<file path="config.mk">
export PLATFORM = sky130hd
export DESIGN_NAME = sync_fifo
export DESIGN_NICKNAME = d
export VERILOG_FILES = /design/src/rtl/sync_fifo_pkg.sv /design/src/rtl/sync_fifo_mem.sv /design/src/rtl/sync_fifo.sv
export SDC_FILE = /design/constraint.sdc
export NUM_CORES = 1
export LEC_CHECK = 0
export CORE_UTILIZATION = 54
export CTS_BUF_LIST = sky130_fd_sc_hd__clkbuf_16
export CTS_CLUSTER_SIZE = 28
export DETAILED_ROUTE_END_ITERATION = 10
export PLACE_DENSITY = 0.9
export SYNTH_ARGS = -nofsm -noshare
export SYNTH_HDL_FRONTEND = slang
export SYNTH_SLANG_ARGS = --single-unit
</file>
<file path="constraint.sdc">
create_clock -name i_clk -period 2.5 [get_ports i_clk]
set_clock_uncertainty 0.1 [all_clocks]
set_input_delay 0.375 -clock i_clk [delete_from_list [all_inputs] [get_ports i_clk]]
set_output_delay 0.375 -clock i_clk [all_outputs]
set_load 0.02 [all_outputs]
</file>
<file path="src/rtl/sync_fifo_pkg.sv">
// Shared defaults and helpers for the single-clock FIFO.
// Widths that depend on the depth are derived inside each module from its own parameters.
package sync_fifo_pkg;

    localparam int DEFAULT_WIDTH = 8;
    localparam int DEFAULT_DEPTH = 4;

    // Address width for a given depth; depths below 2 still get one address bit.
    function automatic int addr_width(input int depth);
        return (depth < 2) ? 1 : $clog2(depth);
    endfunction

endpackage

</file>
<file path="src/rtl/sync_fifo_mem.sv">
// Register-array storage for sync_fifo: one write port and one registered read port.
// The read register resets to zero, so the popped-data output is never X after reset.
module sync_fifo_mem
    import sync_fifo_pkg::*;
#(
    parameter int G_WIDTH = DEFAULT_WIDTH,
    parameter int G_DEPTH = DEFAULT_DEPTH,
    localparam int AW = addr_width(G_DEPTH)
) (
    input  logic               clk,
    input  logic               rst,
    input  logic               we,
    input  logic [AW-1:0]      waddr,
    input  logic [G_WIDTH-1:0] wdata,
    input  logic               re,
    input  logic [AW-1:0]      raddr,
    output logic [G_WIDTH-1:0] rdata
);

    logic [G_WIDTH-1:0] mem [G_DEPTH];

    // Storage is deliberately left unreset; only the read register is cleared.
    always_ff @(posedge clk) begin
        if (we) begin
            mem[waddr] <= wdata;
        end
    end

    always_ff @(posedge clk) begin
        if (rst) begin
            rdata <= '0;
        end else if (re) begin
            rdata <= mem[raddr];
        end
    end

endmodule

</file>
<file path="src/rtl/sync_fifo.sv">
// Single-clock FIFO with full/empty status, registered overflow/underflow pulses
// and a read-done strobe qualifying o_data. Rejected accesses leave the state untouched.
module sync_fifo
    import sync_fifo_pkg::*;
#(
    parameter int G_WIDTH = DEFAULT_WIDTH,
    parameter int G_DEPTH = DEFAULT_DEPTH
) (
    input  logic               i_clk,
    input  logic               i_rst,
    input  logic               i_wr,
    input  logic               i_rd,
    input  logic [G_WIDTH-1:0] i_data,
    output logic [G_WIDTH-1:0] o_data,
    output logic               o_full,
    output logic               o_empty,
    output logic               o_overflow,
    output logic               o_underflow,
    output logic               f_rd_done
);

    localparam int AW = addr_width(G_DEPTH);
    localparam int CW = AW + 1;

    logic [AW-1:0] wr_ptr;
    logic [AW-1:0] rd_ptr;
    logic [CW-1:0] count;
    logic          wr_ok;
    logic          rd_ok;

    // Status comes only from the registered occupancy, so same-cycle traffic cannot change it.
    assign o_full  = (count == CW'(G_DEPTH));
    assign o_empty = (count == '0);

    assign wr_ok = i_wr && !o_full;
    assign rd_ok = i_rd && !o_empty;

    sync_fifo_mem #(
        .G_WIDTH (G_WIDTH),
        .G_DEPTH (G_DEPTH)
    ) u_mem (
        .clk   (i_clk),
        .rst   (i_rst),
        .we    (wr_ok && !i_rst),
        .waddr (wr_ptr),
        .wdata (i_data),
        .re    (rd_ok),
        .raddr (rd_ptr),
        .rdata (o_data)
    );

    always_ff @(posedge i_clk) begin
        if (i_rst) begin
            wr_ptr      <= '0;
            rd_ptr      <= '0;
            count       <= '0;
            o_overflow  <= 1'b0;
            o_underflow <= 1'b0;
            f_rd_done   <= 1'b0;
        end else begin
            o_overflow  <= i_wr && o_full;
            o_underflow <= i_rd && o_empty;
            f_rd_done   <= rd_ok;
            if (wr_ok) begin
                wr_ptr <= wr_ptr + AW'(1);
            end
            if (rd_ok) begin
                rd_ptr <= rd_ptr + AW'(1);
            end
            // Pointers wrap naturally because the depth is a power of two.
            case ({wr_ok, rd_ok})
                2'b10:   count <= count + CW'(1);
                2'b01:   count <= count - CW'(1);
                default: count <= count;
            endcase
        end
    end

endmodule

</file>
==> results of run 1 <==
==> per-layer routing <==
layer,wire length (um),vias to the layer above,global-route usage [%]
li1,-,541,-
met1,1320,540,22.46
met2,1715,29,33.20
met3,147,5,6.703
met4,57,0,7.670
met5,0,-,0
==> Yosys cell counts, types with 2 or more instances <==
master	count	area (um^2)
or3_1	2	12.51
nor2_1	6	22.52
edfxtp_1	32	960.9
mux4_2	8	180.2
dfxtp_1	18	360.4
xor2_1	2	17.52
ha_1	5	62.56
a21oi_2	11	96.34
inv_1	7	26.28
nand2_2	8	50.05
nand2_1	9	33.78
buf_2	3	15.01
o21ai_1	2	10.01
buf_6	2	22.52
a21oi_1	2	10.01
and2_1	4	25.02
nand3_1	2	10.01
==> power by group through the flow <==
stage	clock network, mW	logic (mW)	registers (mW)
final	0.749	0.702	1.09
after CTS	0.763	0.709	1.10
after floorplan	0	0.479	1.11
after detailed placement	0	0.706	1.11
after global routing	0.793	0.771	1.11
after global placement	0	0.674	1.10
==> cells in the final DEF (no fill, tap or decap) <==
cell type        netlist  final
xnor2_1                1      1
inv_2                  1      1
o31ai_2                1      1
o21ai_0                1      1
nor2_1                 6      6
inv_6                  0      1
nor3_1                 1      1
or3b_4                 1      1
and2_1                 4      4
a21oi_1                2      2
nand3_1                2      2
nand2_2                8      8
buf_4                  0      3
ha_1                   5      5
mux4_2                 8      8
and3b_1                1      1
clkdlybuf4s50_1        0     24
fa_1                   1      1
bufinv_16              0      1
clkinv_4               1      1
nand2b_1               1      1
or3_1                  2      2
nand2_1                9      9
nor2_2                 1      1
dfxtp_1               18     18
o21ai_1                2      2
clkinv_1               0      1
clkbuf_16              0      5
o21ai_2                1      1
inv_1                  7      7
a21oi_2               11     11
xor2_1                 2      2
edfxtp_1              32     32
==> cells by family after synthesis <==
family                   count (synthesis)  share of synthesized area, %
XOR/XNOR                                 3                         1.301
multiplexers                             8                         8.916
AO/OA/AOI/OAI                           18                         7.058
adder cells (fa/ha/maj)                  6                         4.087
AND/OR/NAND/NOR                         36                         9.474
flip-flops                              50                         65.39
buffers and inverters                   14                         3.777
==> sequential cells by signal, indices dropped and copies added (netlist names) <==
| name | count |
|---|---|
| o_underflow | 1 |
| f_rd_done | 1 |
| rd_ptr | 2 |
| u_mem.rdata | 8 |
| wr_ptr | 2 |
| u_mem.mem | 32 |
| o_overflow | 1 |
| count | 3 |
==> how the worst max path moves through the flow <==
stage,from,endpoint,slack [ns],cells past startpoint
5_1_grt,count[2]$_SDFFE_PP0P_,count[2]$_SDFFE_PP0P_,0.06,8
3_5_place_dp,i_rd,count[2]$_SDFFE_PP0P_,0.08,9
6_report,count[2]$_SDFFE_PP0P_,count[2]$_SDFFE_PP0P_,0.18,8
3_3_place_gp,i_rd,count[2]$_SDFFE_PP0P_,0.17,9
4_1_cts,count[2]$_SDFFE_PP0P_,count[2]$_SDFFE_PP0P_,0.18,8
2_1_floorplan,count[2]$_SDFFE_PP0P_,count[2]$_SDFFE_PP0P_,0.32,8
==> through the flow <==
step	utilization [%]	instances	power [mW]	instance area, um^2
2_1_floorplan	-	135	1.586	2021
3_3_place_gp	66.41	203	1.777	2303
3_5_place_dp	66.41	203	1.819	2303
4_1_cts	71.25	211	2.568	2471
5_1_grt	71.25	211	2.675	2471
6_report	71.25	211	2.544	2471
==> critical path, stage by stage, from the launching register on <==
cell	delay (ns)
dfxtp_1	0.40
or3b_4	0.45
nand2_1	0.09
ha_1	0.18
inv_1	0.06
fa_1	0.37
xor2_1	0.16
or3_1	0.31
a21oi_1	0.14
==> cell type report <==
type,count,share of cell area (%)
clock buffers,5,5.063
inverters,9,1.570
clock inverters,3,1.722
flip-flops and latches,50,53.47
repair buffers,27,10.63
well taps,46,2.329
multi-input cells,71,25.22
==> metrics, run 1 <==
CP required=2.62 ns; final WL=3.241 mm; post-synthesis async set-or-reset flop share=0%; WL/cell=15.36 um; RSZ-0062 raised after global routing=no; outcome=completed; Clk pwr share=29.4%; global route overflow=0; final max-slew violation count=0; max-cap viol count=0; Yosys reg bits=50; register share of total power=43.0%; origin of the critical flop-to-flop path=count[2]$_SDFFE_PP0P_; Site Rows=21; via count=1115; drt first-iter violations=64; Multi-input gate area=623.1 um^2; clk buf depth=2; period utilization=92.79%; Port-buffer cells=24; CTS tree=done; Max-slew headroom=58.64%; Min Hold Slack=0.3610 ns; Remaining DRCs=0; vias in the first global route=1131; largest net degree at the start of global routing=18; Reg clk slew, reported paths=0.06 ns; first-pass iteration count of the detailed router=4; TritonCTS Buffers=5; Die ar.=3990 um^2; sequential area share after synthesis=65.39%; Worst Reg-to-Reg Cells=8; Filler Cells Inserted=240; first-pass GRT wire length=5.554 mm; critical path capture point type=flip-flop; number of I/O pins=25; Core ar.=3468 um^2; peak supply drop=0.8169 mV; post-DP HPWL=2.303 mm; FF/Latch Area=1321 um^2; nets=182; placer congestion estimate=0.7838; CP Launch Type=flip-flop; Synth Net Count=153; worst skew pair latency=0.29 ns; Slew @ Worst Pin=0.6196 ns; Syn Inst Count=135; combinational power share=27.6%; reg-to-reg endpoint=count[2]$_SDFFE_PP0P_; synthesized cell area=2021 um^2; Vias/cell=5.284; Post-CTS Setup Bufs=0; Switching Share=29.30%; worst hold-check path type=reg2reg; CTS Root Cell=clkbuf_16; Hold Crit Depth=2; Int Pwr=1.799 mW; Worst Hold Launch=u_mem.rdata[7]$_SDFFE_PP0P_; Unique masters post-synth=29; Area Overhead vs Synth=22.29%; critical path class=reg2reg; hold_buf cts=0; Synth Warn #=0; die height=63.17 um; leakage power=0.8358 nW; setup TNS=0 ns; Fmax achieved=0.4311 GHz; antenna diode count=0; antenna violations before repair=0; Reg2Reg Setup Slack=0.18 ns; EDFF count, synth=32; H-tree Lvls=2; Final setup viols=0; setup ws final=0.1803 ns; Initial Util=58.26%; pwr dens=1030 nW/um^2; # clock sinks=50; Post-Syn Area per Cell=14.97 um^2; PostCTS Resize Cnt=0; Arr. time, crit path=2.44 ns; Antenna Violating Nets Remaining=0; global-route usage over all layers=19.48%; die width=63.17 um; fin crit period=2.320 ns; post-place setup slack=0.08368 ns; Worst Path Max Fanout=5; Switch Pwr=745.5 uW; Synth Flop Type=edfxtp_1; Final Hold Fails=0; share of cells above drive strength 1=26.06%; Worst Hold End=u_mem.rdata[7]$_SDFFE_PP0P_
Note: power is estimated with default switching activity, not from simulation.
==> run 2: changes to the inputs <==
CORE_MARGIN = 2   (was unset)
REMOVE_ABC_BUFFERS = 1   (was unset)
==> metrics, run 2 (synthesized netlist as in run 1, its figures left out) <==
RSZ-0062 raised after global routing=no; commonest cells after routing, fill and taps aside=edfxtp_1 (32), clkdlybuf4s50_1 (24), dfxtp_1 (18); peak supply drop=0.6145 mV (-25%); Slew @ Worst Pin=0.5855 ns (-0.03403 ns); Largest regs=u_mem.mem: 32 flops, u_mem.rdata: 8 flops, count: 3 flops; Die ar.=4247 um^2 (+6.4%); Core ar.=3633 um^2 (+4.8%); Initial Util=55.61% (-2.6 points); Final Hold Fails=0 (unchanged); leakage power=0.8303 nW (-0.66%); via count=1163 (+4.3%); max layer used=met4; combinational power share=28.5% (+0.9 points); Site Rows=22 (+4.8%); Switch Pwr=795.6 uW (+6.7%); Int Pwr=1.713 mW (-4.8%); critical path capture point type=flip-flop; CTS Root Cell=clkbuf_16; outcome=completed; CP Launch Type=flip-flop; H-tree Lvls=2 (unchanged); Area Overhead vs Synth=21.73%; max-cap viol count=0 (unchanged); Final setup viols=0 (unchanged); global-route usage over all layers=18.80% (-0.68 points); share of cells above drive strength 1=26.67% (+0.61 points); die width=65.17 um (+3.2%); setup ws final=0.09896 ns (-0.08132 ns); setup TNS=0 ns (unchanged); clk buf depth=2 (unchanged); die height=65.17 um (+3.2%); vias in the first global route=1253 (+11%); Fmax achieved=0.4165 GHz (-3.4%); antenna diode count=0 (unchanged); CP required=2.63 ns (about the same); largest net degree at the start of global routing=19 (+1); drt first-iter violations=74 (+16%); final WL=3.448 mm (+6.4%); worst hold-check path type=reg2reg; pwr dens=1020 nW/um^2 (-0.94%); antenna violations before repair=0 (unchanged); Metal-1 WL=1.392 mm (+5.5%); Reg clk slew, reported paths=0.07 ns (about the same); post-place setup slack=0.02264 ns (-0.06104 ns); PostCTS Resize Cnt=0 (unchanged); Post-CTS Setup Bufs=0 (unchanged); Max-slew headroom=60.91% (+2.3 points); CP cell instances=or3b_4 > nand2_1 > ha_1 > inv_1 > fa_1 > xor2_1 > or3_1 > a21oi_1; Remaining DRCs=0 (unchanged); CTS tree=done; period utilization=96.04% (+3.3 points); Most flops, register=u_mem.mem; worst skew pair latency=0.30 ns (about the same); most common cell after layout, fill and taps aside=edfxtp_1; Switching Share=31.71% (+2.4 points); number of I/O pins=25 (unchanged); first-pass iteration count of the detailed router=4 (unchanged); Clk pwr share=28.0% (-1.4 points); WL/cell=16.19 um (+5.4%); placer congestion estimate=0.7726 (-1.4%); Largest register FFs=32 (unchanged); WL met3=165 um (+12%); first-pass GRT wire length=5.727 mm (+3.1%); met2 WL=1.774 mm (+3.4%); Filler Cells Inserted=247 (+2.9%); global route overflow=0 (unchanged); # clock sinks=50 (unchanged); Critical Path Max Stage Delay=0.45 ns (about the same); hold_buf cts=0 (unchanged); Antenna Violating Nets Remaining=0 (unchanged); Vias/cell=5.460 (+3.3%); Critical Path Slowest Stage Cell=or3b_4; TritonCTS Buffers=5 (unchanged); Worst Path Max Fanout=5 (unchanged); Port-buffer cells=24 (unchanged); post-DP HPWL=2.463 mm (+6.9%); nets=182 (unchanged); register share of total power=43.5% (+0.5 points); fin crit period=2.401 ns (+0.08132 ns); Arr. time, crit path=2.53 ns (+0.09 ns); critical path class=reg2reg; final max-slew violation count=0 (unchanged)
## run 2: final cells by class
cell class	count	area, um^2	area share (%)
flip-flops and latches	50	1321	53.71
multi-input cells	71	623.1	25.33
repair buffers	27	262.8	10.68
clock buffers	5	125.1	5.086
well taps	48	60.06	2.442
inverters	9	38.79	1.577
clock inverters	3	28.78	1.170
## run 2: worst paths after layout
path                            slack [ns]  cells past startpoint                         from                     endpoint
worst max-delay path                   0.1                      8        count[2]$_SDFFE_PP0P_        count[2]$_SDFFE_PP0P_
worst min-delay path                  0.36                      2  u_mem.rdata[0]$_SDFFE_PP0P_  u_mem.rdata[0]$_SDFFE_PP0P_
worst max register to register         0.1                      8        count[2]$_SDFFE_PP0P_        count[2]$_SDFFE_PP0P_
worst min register to register        0.36                      2  u_mem.rdata[0]$_SDFFE_PP0P_  u_mem.rdata[0]$_SDFFE_PP0P_
## run 2: per-layer routing
metal,up-vias,track usage (%)
met5,-,0
met4,0,12.50
met3,12,4.966
met2,36,31.51
met1,578,21.04
li1,537,-
## run 2: metrics by stage
step | power, mW | std cells | hold WS [ns] | util (%) | instance area [um^2]
global placement | 1.768 | 205 | 0.3477 | 63.46 | 2306
global route | 2.637 | 213 | 0.3811 | 67.70 | 2460
detailed placement | 1.824 | 205 | 0.3506 | 63.46 | 2306
floorplan | 1.544 | 130 | 0.3374 | - | 1983
CTS | 2.525 | 213 | 0.3605 | 67.70 | 2460
finish | 2.509 | 213 | 0.3594 | 67.70 | 2460
## run 2: critical path: cells and delay by family, from the launching register on
kind | cells | cell delay (ns)
simple gates | 3 | 0.87
fa+ha+maj | 2 | 0.57
flops | 1 | 0.42
xor+xnor | 1 | 0.17
compound gates | 1 | 0.14
buf+inv | 1 | 0.07
## run 2: power groups by stage
stage	Sequential (mW)	Combinational, mW	Clock [mW]
floorplan	1.14	0.404	0
global placement	1.10	0.667	0
detailed placement	1.11	0.711	0
CTS	1.09	0.719	0.713
global route	1.11	0.773	0.755
finish	1.09	0.716	0.702
